**src/rtl/sample_clock_divider_pkg.sv**
```systemverilog
// Shared audio-path constants: sample-rate divider settings for the 10 MHz system clock.
package sample_clock_divider_pkg;

  localparam int unsigned SAMPLE_DIVISOR   = 227;
  localparam int unsigned SAMPLE_CNT_WIDTH = 8;

endpackage

```
**src/rtl/sample_clock_divider_counter.sv**
```systemverilog
// Generic free-running mod-N counter; at_max_o flags the terminal count N-1.
module sample_clock_divider_counter #(
  parameter int unsigned N     = 227,
  parameter int unsigned Width = 8
) (
  input  logic clk_i,
  input  logic rst_i,
  output logic at_max_o
);

  localparam logic [Width-1:0] MaxCount = Width'(N - 1);

  logic [Width-1:0] count_q, count_d;

  always_comb begin
    count_d = count_q + 1'b1;
    if (count_q == MaxCount) begin
      count_d = '0;
    end
  end

  always_ff @(posedge clk_i or posedge rst_i) begin
    if (rst_i) begin
      count_q <= '0;
    end else begin
      count_q <= count_d;
    end
  end

  assign at_max_o = (count_q == MaxCount);

endmodule

```
**src/rtl/sample_clock_divider.sv**
```systemverilog
// Sample strobe generator: one-cycle pulse on samp_enable every DIVISOR MHz10 cycles.
module sample_clock_divider
  import sample_clock_divider_pkg::*;
#(
  parameter int unsigned DIVISOR   = SAMPLE_DIVISOR,
  parameter int unsigned CNT_WIDTH = SAMPLE_CNT_WIDTH
) (
  input  logic MHz10,
  input  logic rst,
  output logic samp_enable
);

  // Strobe is a direct decode of the registered count, so reset drops it asynchronously.
  sample_clock_divider_counter #(
    .N     (DIVISOR),
    .Width (CNT_WIDTH)
  ) u_counter (
    .clk_i    (MHz10),
    .rst_i    (rst),
    .at_max_o (samp_enable)
  );

endmodule

```
**config.mk**
```make
export PLATFORM = sky130hd
export DESIGN_NAME = sample_clock_divider
export DESIGN_NICKNAME = d
export VERILOG_FILES = /design/src/rtl/sample_clock_divider_pkg.sv /design/src/rtl/sample_clock_divider_counter.sv /design/src/rtl/sample_clock_divider.sv
export SDC_FILE = /design/constraint.sdc
export NUM_CORES = 1
export LEC_CHECK = 0
export BUFFER_PORTS_ARGS = -buffer_cell sky130_fd_sc_hd__clkbuf_2
export CAP_MARGIN = 5
export CORE_UTILIZATION = 30
export CTS_CLUSTER_DIAMETER = 150
export DETAILED_ROUTE_END_ITERATION = 6
export MAX_ROUTING_LAYER = met4
export PLACE_DENSITY = 0.43
export SYNTH_ARGS = -nofsm -noshare
export SYNTH_HDL_FRONTEND = slang
export SYNTH_SLANG_ARGS = --single-unit
```
**constraint.sdc**
```tcl
create_clock -name MHz10 -period 1.6 [get_ports MHz10]
set_clock_uncertainty 0.1 [all_clocks]
set_input_delay 0.08 -clock MHz10 [delete_from_list [all_inputs] [get_ports MHz10]]
set_output_delay 0.08 -clock MHz10 [all_outputs]
set_load 0.005 [all_outputs]
```
== After elaboration in Yosys (flattened, before gate mapping) ==
Cells that the tools add are included.

* Memories kept: 0
* Register bits after elaboration: 8
* Input bits: 2
* Output and inout port bits: 1
* Memory bits (read-only): 0
* Memory bits (writable): 0
* Bits in latches: 0

* Multiplexer cells: 1
* Bitwise gates (word level): 0
* Equality and inequality tests: 1
* Add/sub/neg operators: 1
* $lt $le $gt $ge: 0
* $mul: 0
* Reductions and logical operators: 0
* Shift-type cells: 0
* Div/mod/pow operators: 0

{| class="wikitable"
|+ Operators by type and width
! cell !! count
|-
| adder 8 x 1 -> 8 bit, second input constant || 1
|-
| equality test 8 bit, second input constant || 1
|-
| two-way mux 8 bit || 1
|}

== Logic depth before layout (Yosys ltp) ==
Gate-level depths: netlist of run 1.

* Depth in word-level cells: 2
* Gate-level depth with buffers: 5

== Worst setup path after synthesis of run 1 ==
No wires, ideal clock.

* Path kind: register to register
* From: register u_counter.count_q[0]
* To: register u_counter.count_q[6]
* Library setup time: 0.149 ns
* Data arrival time: 1.285 ns
* Cell stages (with the launch flop): 6
* Required time: 1.351 ns
* Path slack: 0.066 ns
* Clock period less this slack: 1.534 ns
* Path through: dfrtp_1 -> inv_1 -> ha_1 -> nand4b_1 -> nor4b_2 -> nor3_1

* Word-level cells in the longest chain between the ends: 2

{| class="wikitable"
|+ Ends and longest elaborated chain
! what !! line !! source
|-
| from (decl) || sample_clock_divider_counter.sv:13 || <nowiki>logic [Width-1:0] count_q, count_d;</nowiki>
|-
| from (signal assigned) || sample_clock_divider_counter.sv:26 || <nowiki>count_q <= count_d;</nowiki>
|-
| equality test 8 bit || n/a ||
|-
| via samp_enable || sample_clock_divider.sv:10 || <nowiki>output logic samp_enable</nowiki>
|-
| two-way mux 8 bit || sample_clock_divider_counter.sv:17 || <nowiki>if (count_q == MaxCount) begin</nowiki>
|-
| via u_counter.count_d[6] || sample_clock_divider_counter.sv:13 ||
|}

The timed path passes the listed nets, and every way through them passes these cells.

== Worst setup path after layout of run 1 ==
* From: register u_counter.count_q[0]
* To: output samp_enable

* Word-level cells in the longest chain between the ends: 1

{| class="wikitable"
|+ Ends and longest elaborated chain
! what !! line !! source
|-
| equality test 8 bit || sample_clock_divider_counter.sv:30 || <nowiki>assign at_max_o = (count_q == MaxCount);</nowiki>
|-
| to (decl) || sample_clock_divider.sv:10 ||
|}

Every way passes these cells.

==> results.json, run 1 <==
{
  "power.leakage_nw": 0.219,
  "ys_types": 17,
  "final_nets": 55,
  "period_needed_ps": 1680,
  "dp.cells": 55,
  "cp-start-kind": "register",
  "ys.flop_type": "dfrtp_1",
  "timing.critical_path.buf_inv": 3,
  "vias": 310,
  "drtPass1Iterations": 2,
  "core_area_mm2": 0.00116,
  "synth_commonest_cells": "dfrtp_1, nor2_1, nand2_1, nand3_1, xnor2_1",
  "antenna_cells": 0,
  "drive_gt1_share_pct": 28.6,
  "critPathCaptureType": "output port",
  "nFillCells": 119,
  "cp.required_ps": 1420,
  "wl_per_cell_um": 11.4,
  "fmax_ghz": 0.597,
  "multi_input_area_um2": 189,
  "synth.area.top_cells": "dfrtp_1, xnor2_1, ha_1, nand3_1, nor2_1",
  "clkLatencyLatePin_ps": 250,
  "die_y_um": 38.0,
  "synth_seq_cells": 8,
  "regArea_um2": 200,
  "ant_nets": 0,
  "largest-register": "u_counter.count_q",
  "grt_pass1_vias": 315,
  "start_util_pct": 33.7,
  "path_cells": "inv_2 > ha_4 > nand4b_1 > nor4b_2 > buf_4 > clkbuf_2",
  "outcome": "complete, but fails checks",
  "largest_register_ff_count": 8,
  "slew_viol_final": 0,
  "cts_num_sinks": 8,
  "critPathMaxStageDelay_ps": 390,
  "maxCapViolCount": 0,
  "syn_nets": 42,
  "layout_setup_ws_ps": -75.8,
  "clockBufferDepth": 2,
  "min_period_over_period_pct": 105,
  "ys_seq_area_share_pct": 51.4,
  "drt_iter0_drc": 2,
  "timing.slew.headroom_pct": 79.9,
  "synthCells": 38,
  "port_buffers": 2,
  "hold_slack_ps": 195,
  "use_met3_pct": 5.23,
  "synth_edf_count": 0,
  "cts_tree": "built",
  "dieArea_mm2": 0.00145,
  "wl_um": 718,
  "synth.most_common_cell": "dfrtp_1",
  "setup_viol": 1,
  "syn_avg_cell_area_um2": 10.2,
  "area_delta_synth_final_pct": 28.9,
  "cp_max_fo": 2,
  "hold_class": "primary input to asynchronous set/reset pin",
  "gp_congestion": 0.727,
  "via_per_inst": 4.92,
  "rsz0062_at_grt": "yes",
  "drc": 0,
  "top_regs": "u_counter.count_q: 8 flops",
  "grt_usage_pct": 14.1,
  "grt_max_degree": 9,
  "ys_warn_count": 0,
  "cts_buffers": 3,
  "vdd_drop_max_mv": 0.355,
  "htreeDepth": 1,
  "cts-root-buf": "clkbuf_4",
  "syn-cell-area_um2": 389,
  "p_per_area_mw_per_mm2": 729,
  "slowest_stage": "dfrtp_1",
  "critical_path.top_delay_family": "flip-flops",
  "arrival_ps": 1500,
  "grt_use_met1_pct": 17.6,
  "grt-ovfl-total": 0,
  "grtUsageMet2_pct": 19.4,
  "synthDominantCellAreaShare_pct": 51.4,
  "synth.largest_area_cell": "dfrtp_1",
  "clk_pin_slew_ps": 60,
  "dpl.hpwl_um": 505,
  "async_flop_share_pct": 100,
  "finalNonFillerCells": 63,
  "worst_pin_slew_ps": 302,
  "fp-row-count": 12,
  "io_pins": 3,
  "die_w_um": 38.0,
  "critPathKind": "register to output port",
  "violations": "negative setup slack",
  "hold_viol": 0,
  "antenna_found_initial": 0,
  "grt.busiest_layer": "met2",
  "grt_pass1_wl_mm": 1.29
}
[logic make-up after synthesis]
family          Yosys count  synth area share [%]
compound gates            4                  5.14
flops                     8                  51.4
buf+inv                   3                  3.21
simple gates             17                  24.4
xor+xnor                  3                  6.75
mux                       1                  2.57
fa+ha+maj                 2                  6.43
[routing by layer]
layer,vias to the layer above,routed length (um),share of wire (%)
met5,-,0,0
met4,0,20,2.8
met3,4,25,3.5
met2,6,316,44
met1,147,355,49
li1,153,-,-
[worst min-delay path, cell delays in order]
cell and delay (ps):
dlygate4sd3_1 530, clkbuf_2 100, inv_1 230
[stage by stage]
stage / TNS (ps) / utilization [%] / instance area (um2) / power, W / worst slack, ps
finish: -75.8 / 43.4 / 502 / 0.000366 / -75.8
global route: -167 / 43.4 / 502 / 0.000387 / -162
CTS: -131 / 41.7 / 482 / 0.000369 / -131
detailed placement: 0 / 36.9 / 427 / 0.000212 / 89.5
global placement: 0 / 36.9 / 427 / 0.000211 / 108
floorplan: 0 / - / 389 / 0.000209 / 66.1
[report_power, final]
group | switching [W] | total (W) | internal, W | leakage [nW]
logic | 0.00000427 | 0.00000687 | 0.00000261 | 0.108
clock network | 0.0000703 | 0.000156 | 0.0000860 | 0.0138
registers | 0 | 0.000202 | 0.000202 | 0.0973
[final timing paths]
| path | start | to | slack (ps) | cells after the start |
|---|---|---|---|---|
| min | rst | u_counter.count_q[7] | 190 | 3 |
| min in group MHz10 | u_counter.count_q[4] | u_counter.count_q[4] | 420 | 1 |
| min reg2reg | u_counter.count_q[4] | u_counter.count_q[4] | 420 | 1 |
| max in group asynchronous | rst | u_counter.count_q[3] | 980 | 3 |
| max | u_counter.count_q[0] | samp_enable | -80 | 6 |
| max reg2reg | u_counter.count_q[0] | u_counter.count_q[5] | 70 | 7 |
[cell type report]
class | count | share of cell area (%)
sequential | 8 | 39.9
multi-input combinational | 27 | 37.7
timing repair buffer | 9 | 13.0
clock buffer | 3 | 4.49
tap | 14 | 3.49
inverter | 2 | 1.50
[placed cells by master, fill, tap and decap left out]
cell type / n
dfrtp_1: 8
buf_4: 6
nor2_1: 4
nand2_1: 3
nand3_1: 3
xnor2_1: 3
clkbuf_4: 3
o21ai_0: 2
or3_1: 2
a21oi_1: 2
clkbuf_2: 2
nand4b_1: 1
nor4b_2: 1
nand4_1: 1
mux2i_1: 1
nor3_1: 1
and2_1: 1
inv_2: 1
inv_1: 1
ha_4: 1
ha_1: 1
dlygate4sd3_1: 1
[what timing repair did]
| item | 4_1_cts | 5_1_grt |
|---|---|---|
| endpoints found under the hold margin | 8 | 0 |
| gates resized for setup | 0 | 3 |
| setup endpoints to repair | 1 | 5 |
| setup buffers | 3 | 2 |
| pin swaps | 1 | 2 |
| hold buffers | 1 | 0 |
Power figures use the tool's default switching activity.
==> inputs of run 2 (changes only) <==
--- a/config.mk
+++ b/config.mk
@@ -11,7 +11,7 @@
 export CTS_CLUSTER_DIAMETER = 150
 export DETAILED_ROUTE_END_ITERATION = 6
 export MAX_ROUTING_LAYER = met4
-export PLACE_DENSITY = 0.43
+export PLACE_DENSITY = 0.44
 export SYNTH_ARGS = -nofsm -noshare
 export SYNTH_HDL_FRONTEND = slang
 export SYNTH_SLANG_ARGS = --single-unit
==> constraint.sdc (replaced) <==
create_clock -name MHz10 -period 1.5 [get_ports MHz10]
set_clock_uncertainty 0.1 [all_clocks]
set_input_delay 0.075 -clock MHz10 [delete_from_list [all_inputs] [get_ports MHz10]]
set_output_delay 0.075 -clock MHz10 [all_outputs]
set_load 0.005 [all_outputs]
==> run 2 against run 1 <==
The run still ends with negative setup slack left. Global-route usage shrank 0.71 points. Register-to-register slack lost 80 ps. Die area is the same. Utilization is the same. Non-clock buffer count is the same. Routed wire length grew 1.7%. Critical endpoint unchanged. Critical path depth is the same. Largest power group unchanged. Via count shrank 3.2%. Worst hold slack gained 1.3 ps. Flip-flop and latch count is the same. Sequential share of layout area is the same. Clock power grew 4%.
==> results.json, run 2 (same netlist as run 1, synthesis figures left out) <==
{
  "wl_um": 730,
  "final_common_cell": "dfrtp_1",
  "grt_usage_pct": 13.4,
  "hold_class": "primary input to asynchronous set/reset pin",
  "worst_pin_slew_ps": 308,
  "dp_slack_ps": 73.1,
  "fp-row-count": 12,
  "ant_nets": 0,
  "largest-register": "u_counter.count_q",
  "timing.setup.tns_ps": -215,
  "dieArea_mm2": 0.00145,
  "die_w_um": 38.0,
  "critPathKind": "register to output port",
  "timing.slew.headroom_pct": 79.4,
  "rsz0062_at_grt": "yes",
  "drtPass1Iterations": 3,
  "cts_buffers": 3,
  "cp-start-kind": "register",
  "drt_iter0_drc": 7,
  "area_delta_synth_final_pct": 28.9,
  "layout_setup_ws_ps": -196,
  "cp.required_ps": 1320,
  "cts_num_sinks": 8,
  "htreeDepth": 1,
  "grt_pass1_vias": 290,
  "violations": "negative setup slack",
  "cp_max_fo": 3,
  "power.leakage_nw": 0.224,
  "maxCapViolCount": 0,
  "p_per_area_mw_per_mm2": 767,
  "hold_viol": 0,
  "io_pins": 3,
  "fin_area_um2": 502,
  "hold_slack_ps": 196,
  "outcome": "complete, but fails checks",
  "setup_viol": 3,
  "via_per_inst": 4.76,
  "clk_pin_slew_ps": 50,
  "core_area_mm2": 0.00116,
  "period_needed_ps": 1700,
  "start_util_pct": 33.7,
  "antenna_cells": 0,
  "grt-ovfl-total": 0,
  "clkLatencyLatePin_ps": 250,
  "die_y_um": 38.0,
  "dpl-instance-area_um2": 458,
  "drc": 0,
  "arrival_ps": 1520,
  "gp_congestion": 0.787,
  "dpl.hpwl_um": 538,
  "wl_per_cell_um": 11.6,
  "vdd_drop_max_mv": 0.381,
  "fmax_ghz": 0.590,
  "reg2regPathDepth": 7,
  "cts-root-buf": "clkbuf_4",
  "critPathCaptureType": "output port",
  "final_nets": 55,
  "port_buffers": 2,
  "min_period_over_period_pct": 113,
  "cts_tree": "built",
  "slew_viol_final": 0,
  "clockBufferDepth": 2,
  "grt_pass1_wl_mm": 1.25,
  "top_regs": "u_counter.count_q: 8 flops",
  "grt_max_degree": 9,
  "largest_register_ff_count": 8,
  "utilization_pct": 43.4,
  "drive_gt1_share_pct": 24.5,
  "vias": 300,
  "final_cell_mix": "dfrtp_1, buf_4, nor2_1",
  "antenna_found_initial": 0
}
## run 2: cell counts in the layout (fill, tap and decap cells not counted)
Identical to the previous run, type by type.
## run 2: layer usage
| layer | part of all wire, % | routed length, um | up-vias | track usage [%] |
|---|---|---|---|---|
| met3 | 1.9 | 14 | 2 | 1.74 |
| met4 | 0.96 | 7 | 0 | 10.7 |
| met1 | 47 | 342 | 143 | 17.4 |
| met2 | 50 | 365 | 2 | 18.5 |
| li1 | - | - | 153 | - |
| met5 | 0 | 0 | - | - |
## run 2: metrics by stage
step,power (W),cells
6_report,0.000385,63
5_1_grt,0.000405,63
4_1_cts,0.000398,62
3_5_place_dp,0.000226,58
3_3_place_gp,0.000226,58
2_1_floorplan,0.000223,38
## run 2: report_power, final
part,switching (W),internal [W]
logic,0.00000462,0.00000278
clock network,0.0000703,0.0000914
registers,0,0.000216
total,0.0000749,0.000310
## run 2: repair_timing
action	CTS	global route
endpoints found under the hold margin	8	0
endpoints found under the setup margin	1	2
buffers inserted	0	1
hold buffers	1	0
gates resized for setup	0	1
## run 2: worst paths after layout
kind | startpoint | endpoint | slack, ps
hold reg to reg | u_counter.count_q[1] | u_counter.count_q[1] | 440
max in group asynchronous | rst | u_counter.count_q[4] | 870
setup / recovery | u_counter.count_q[0] | samp_enable | -200
min in group MHz10 | u_counter.count_q[1] | u_counter.count_q[1] | 440
hold / removal | rst | u_counter.count_q[1] | 200
setup reg to reg | u_counter.count_q[0] | u_counter.count_q[7] | -10
## run 2: layout make-up
type,count,area (um2)
multi-input combinational,27,185
fill,110,654
inverter,2,7.51
clock buffer,3,22.5
timing repair buffer,9,68.8
sequential,8,200
tap,14,17.5
## run 2: critical path, stage by stage, from the launching register on
cell      delay, ps
dfrtp_1         380
inv_1            70
ha_1            140
nand4b_1        160
nor4b_4         260
buf_4           160
clkbuf_2        100
==> inputs of run 3 (changes only) <==
--- a/config.mk
+++ b/config.mk
@@ -7,11 +7,13 @@
 export LEC_CHECK = 0
 export BUFFER_PORTS_ARGS = -buffer_cell sky130_fd_sc_hd__clkbuf_2
 export CAP_MARGIN = 5
+export CELL_PAD_IN_SITES_DETAIL_PLACEMENT = 1
+export CELL_PAD_IN_SITES_GLOBAL_PLACEMENT = 1
 export CORE_UTILIZATION = 30
 export CTS_CLUSTER_DIAMETER = 150
 export DETAILED_ROUTE_END_ITERATION = 6
 export MAX_ROUTING_LAYER = met4
-export PLACE_DENSITY = 0.44
+export PLACE_DENSITY = 0.54
 export SYNTH_ARGS = -nofsm -noshare
 export SYNTH_HDL_FRONTEND = slang
 export SYNTH_SLANG_ARGS = --single-unit
==> run 3 against run 2 <==
The flow still finishes with violations (negative setup slack). Via count is 5.7% higher. Critical path depth is 1 lower. Setup slack gained 110 ps. Cell area shrank 1.5%. Power increased by 2.7%. Final cell count down 1.6%. Global-route usage up 4.4 points. Clock power is 6% higher. Non-clock buffer count is 1 lower. Routed wire length grew 21%.
==> results.json, run 3 (same netlist as run 1, synthesis figures left out) <==
{
  "via_per_inst": 5.11,
  "reg2regPathDepth": 6,
  "grt_pass1_vias": 353,
  "slew_viol_final": 0,
  "critical_path.top_delay_family": "simple AND/OR/NAND/NOR gates",
  "cp-start-kind": "register",
  "fp-row-count": 12,
  "seqPwrFrac_pct": 54.6,
  "power_frac_comb_pct": 1.9,
  "drc": 0,
  "die_w_um": 38.0,
  "switching_share_pct": 21.4,
  "grt-ovfl-total": 0,
  "p_switching_w": 0.0000848,
  "gp_congestion": 0.765,
  "period_needed_ps": 1590,
  "largest-register": "u_counter.count_q",
  "worst_pin_slew_ps": 308,
  "cts-root-buf": "clkbuf_4",
  "critPathKind": "register to output port",
  "start_util_pct": 33.7,
  "outcome": "complete, but fails checks",
  "p_per_area_mw_per_mm2": 800,
  "grt_pass1_wl_mm": 1.59,
  "hold_class": "primary input to asynchronous set/reset pin",
  "r2r-start": "u_counter.count_q[0]",
  "io_pins": 3,
  "clk_pin_slew_ps": 60,
  "wl_um": 885,
  "vdd_drop_max_mv": 0.361,
  "setup_viol": 1,
  "path_cells": "inv_1 > ha_1 > nand4b_1 > nor4b_4 > clkbuf_2",
  "cts_buffers": 3,
  "timing.setup.tns_ps": -87.4,
  "rsz0062_at_grt": "yes",
  "grt_usage_pct": 17.8,
  "vias": 317,
  "clkLatencyLatePin_ps": 260,
  "fmax_ghz": 0.630,
  "final_nets": 54,
  "dieArea_mm2": 0.00145,
  "critPathMaxStageDelay_ps": 370,
  "utilization_pct": 42.7,
  "nFillCells": 131,
  "cts_num_sinks": 8,
  "grt_max_degree": 9,
  "area_delta_synth_final_pct": 27.0,
  "final_common_cell": "dfrtp_1",
  "final_cell_mix": "dfrtp_1, buf_4, nor2_1",
  "timing.critical_path.buf_inv": 2,
  "dpl.hpwl_um": 622,
  "drive_gt1_share_pct": 25.0,
  "power.leakage_nw": 0.217,
  "arrival_ps": 1410,
  "port_buffers": 2,
  "cp.required_ps": 1320,
  "die_y_um": 38.0,
  "internal_power_w": 0.000311,
  "layout_setup_ws_ps": -87.4,
  "clock_power_share_pct": 43.5,
  "htreeDepth": 1,
  "drt_iter0_drc": 8,
  "antenna_found_initial": 0,
  "maxCapViolCount": 0,
  "critPathCaptureType": "output port",
  "core_area_mm2": 0.00116,
  "drtPass1Iterations": 4,
  "clockBufferDepth": 2,
  "cts_tree": "built",
  "violations": "negative setup slack",
  "top_regs": "u_counter.count_q: 8 flops",
  "cp_max_fo": 2,
  "ant_nets": 0,
  "antenna_cells": 0,
  "wl_per_cell_um": 14.3,
  "timing.rr.end": "u_counter.count_q[2]",
  "slowest_stage": "dfrtp_1",
  "largest_register_ff_count": 8,
  "r2r_slack_ps": 40,
  "hold_viol": 0,
  "min_period_over_period_pct": 106,
  "timing.slew.headroom_pct": 79.4
}
==> run 3: changes by cell type in the layout (fill, tap and decap cells not counted), sizes merged <==
| cell | before | now |
|---|---|---|
| buf | 6 | 5 |
==> run 3: routing by layer <==
layer | vias to the layer above | track usage [%] | wire length, um
li1 | 150 | - | -
met1 | 156 | 19.9 | 379
met2 | 7 | 28.0 | 454
met3 | 4 | 5.23 | 28
met4 | 0 | 10.7 | 22
met5 | - | - | 0
==> run 3: cell type report <==
class	count	area [um2]	area share, %
inverter	2	7.51	1.52
sequential	8	200	40.5
multi-input combinational	27	189	38.2
tap	14	17.5	3.54
clock buffer	3	22.5	4.56
timing repair buffer	8	57.6	11.6
==> run 3: repair_timing <==
item	in CTS	in global routing
setup endpoints to repair	4	7
resized for setup	1	0
setup buffers	2	0
pin swaps	1	1
hold buffers	1	0
endpoints found under the hold margin	8	0
==> run 3: power by group through the flow <==
| stage | logic, W | clock network (W) | registers [W] |
|---|---|---|---|
| detailed placement | 0.00000590 | 0 | 0.000220 |
| global route | 0.00000878 | 0.000187 | 0.000216 |
| CTS | 0.00000783 | 0.000179 | 0.000216 |
| global placement | 0.00000574 | 0 | 0.000220 |
| floorplan | 0.00000337 | 0 | 0.000220 |
| finish | 0.00000751 | 0.000172 | 0.000216 |
==> run 3: worst max-delay path by stage <==
stage / slack [ps] / startpoint / cells past startpoint / end
after floorplan: 60 / u_counter.count_q[0] / 5 / u_counter.count_q[6]
after global placement: 7 / u_counter.count_q[0] / 5 / samp_enable
after detailed placement: -20 / u_counter.count_q[0] / 5 / samp_enable
after CTS: -150 / u_counter.count_q[0] / 5 / samp_enable
after global routing: -190 / u_counter.count_q[0] / 5 / samp_enable
final: -90 / u_counter.count_q[0] / 5 / samp_enable
==> run 3: worst min-delay path, delay by kind of cell <==
family,cells,cell delay (ps)
buf+inv,3,860
==> run 3: stage by stage <==
step	instances	power [W]	hold slack [ps]	setup WS [ps]	cell area, um2
finish	62	0.000396	187	-87.4	494
global route	62	0.000411	228	-191	494
CTS	62	0.000402	190	-148	494
detailed placement	56	0.000226	-77.2	-23.2	443
global placement	56	0.000225	-84.1	7.43	443
floorplan	38	0.000223	-209	64.7	398
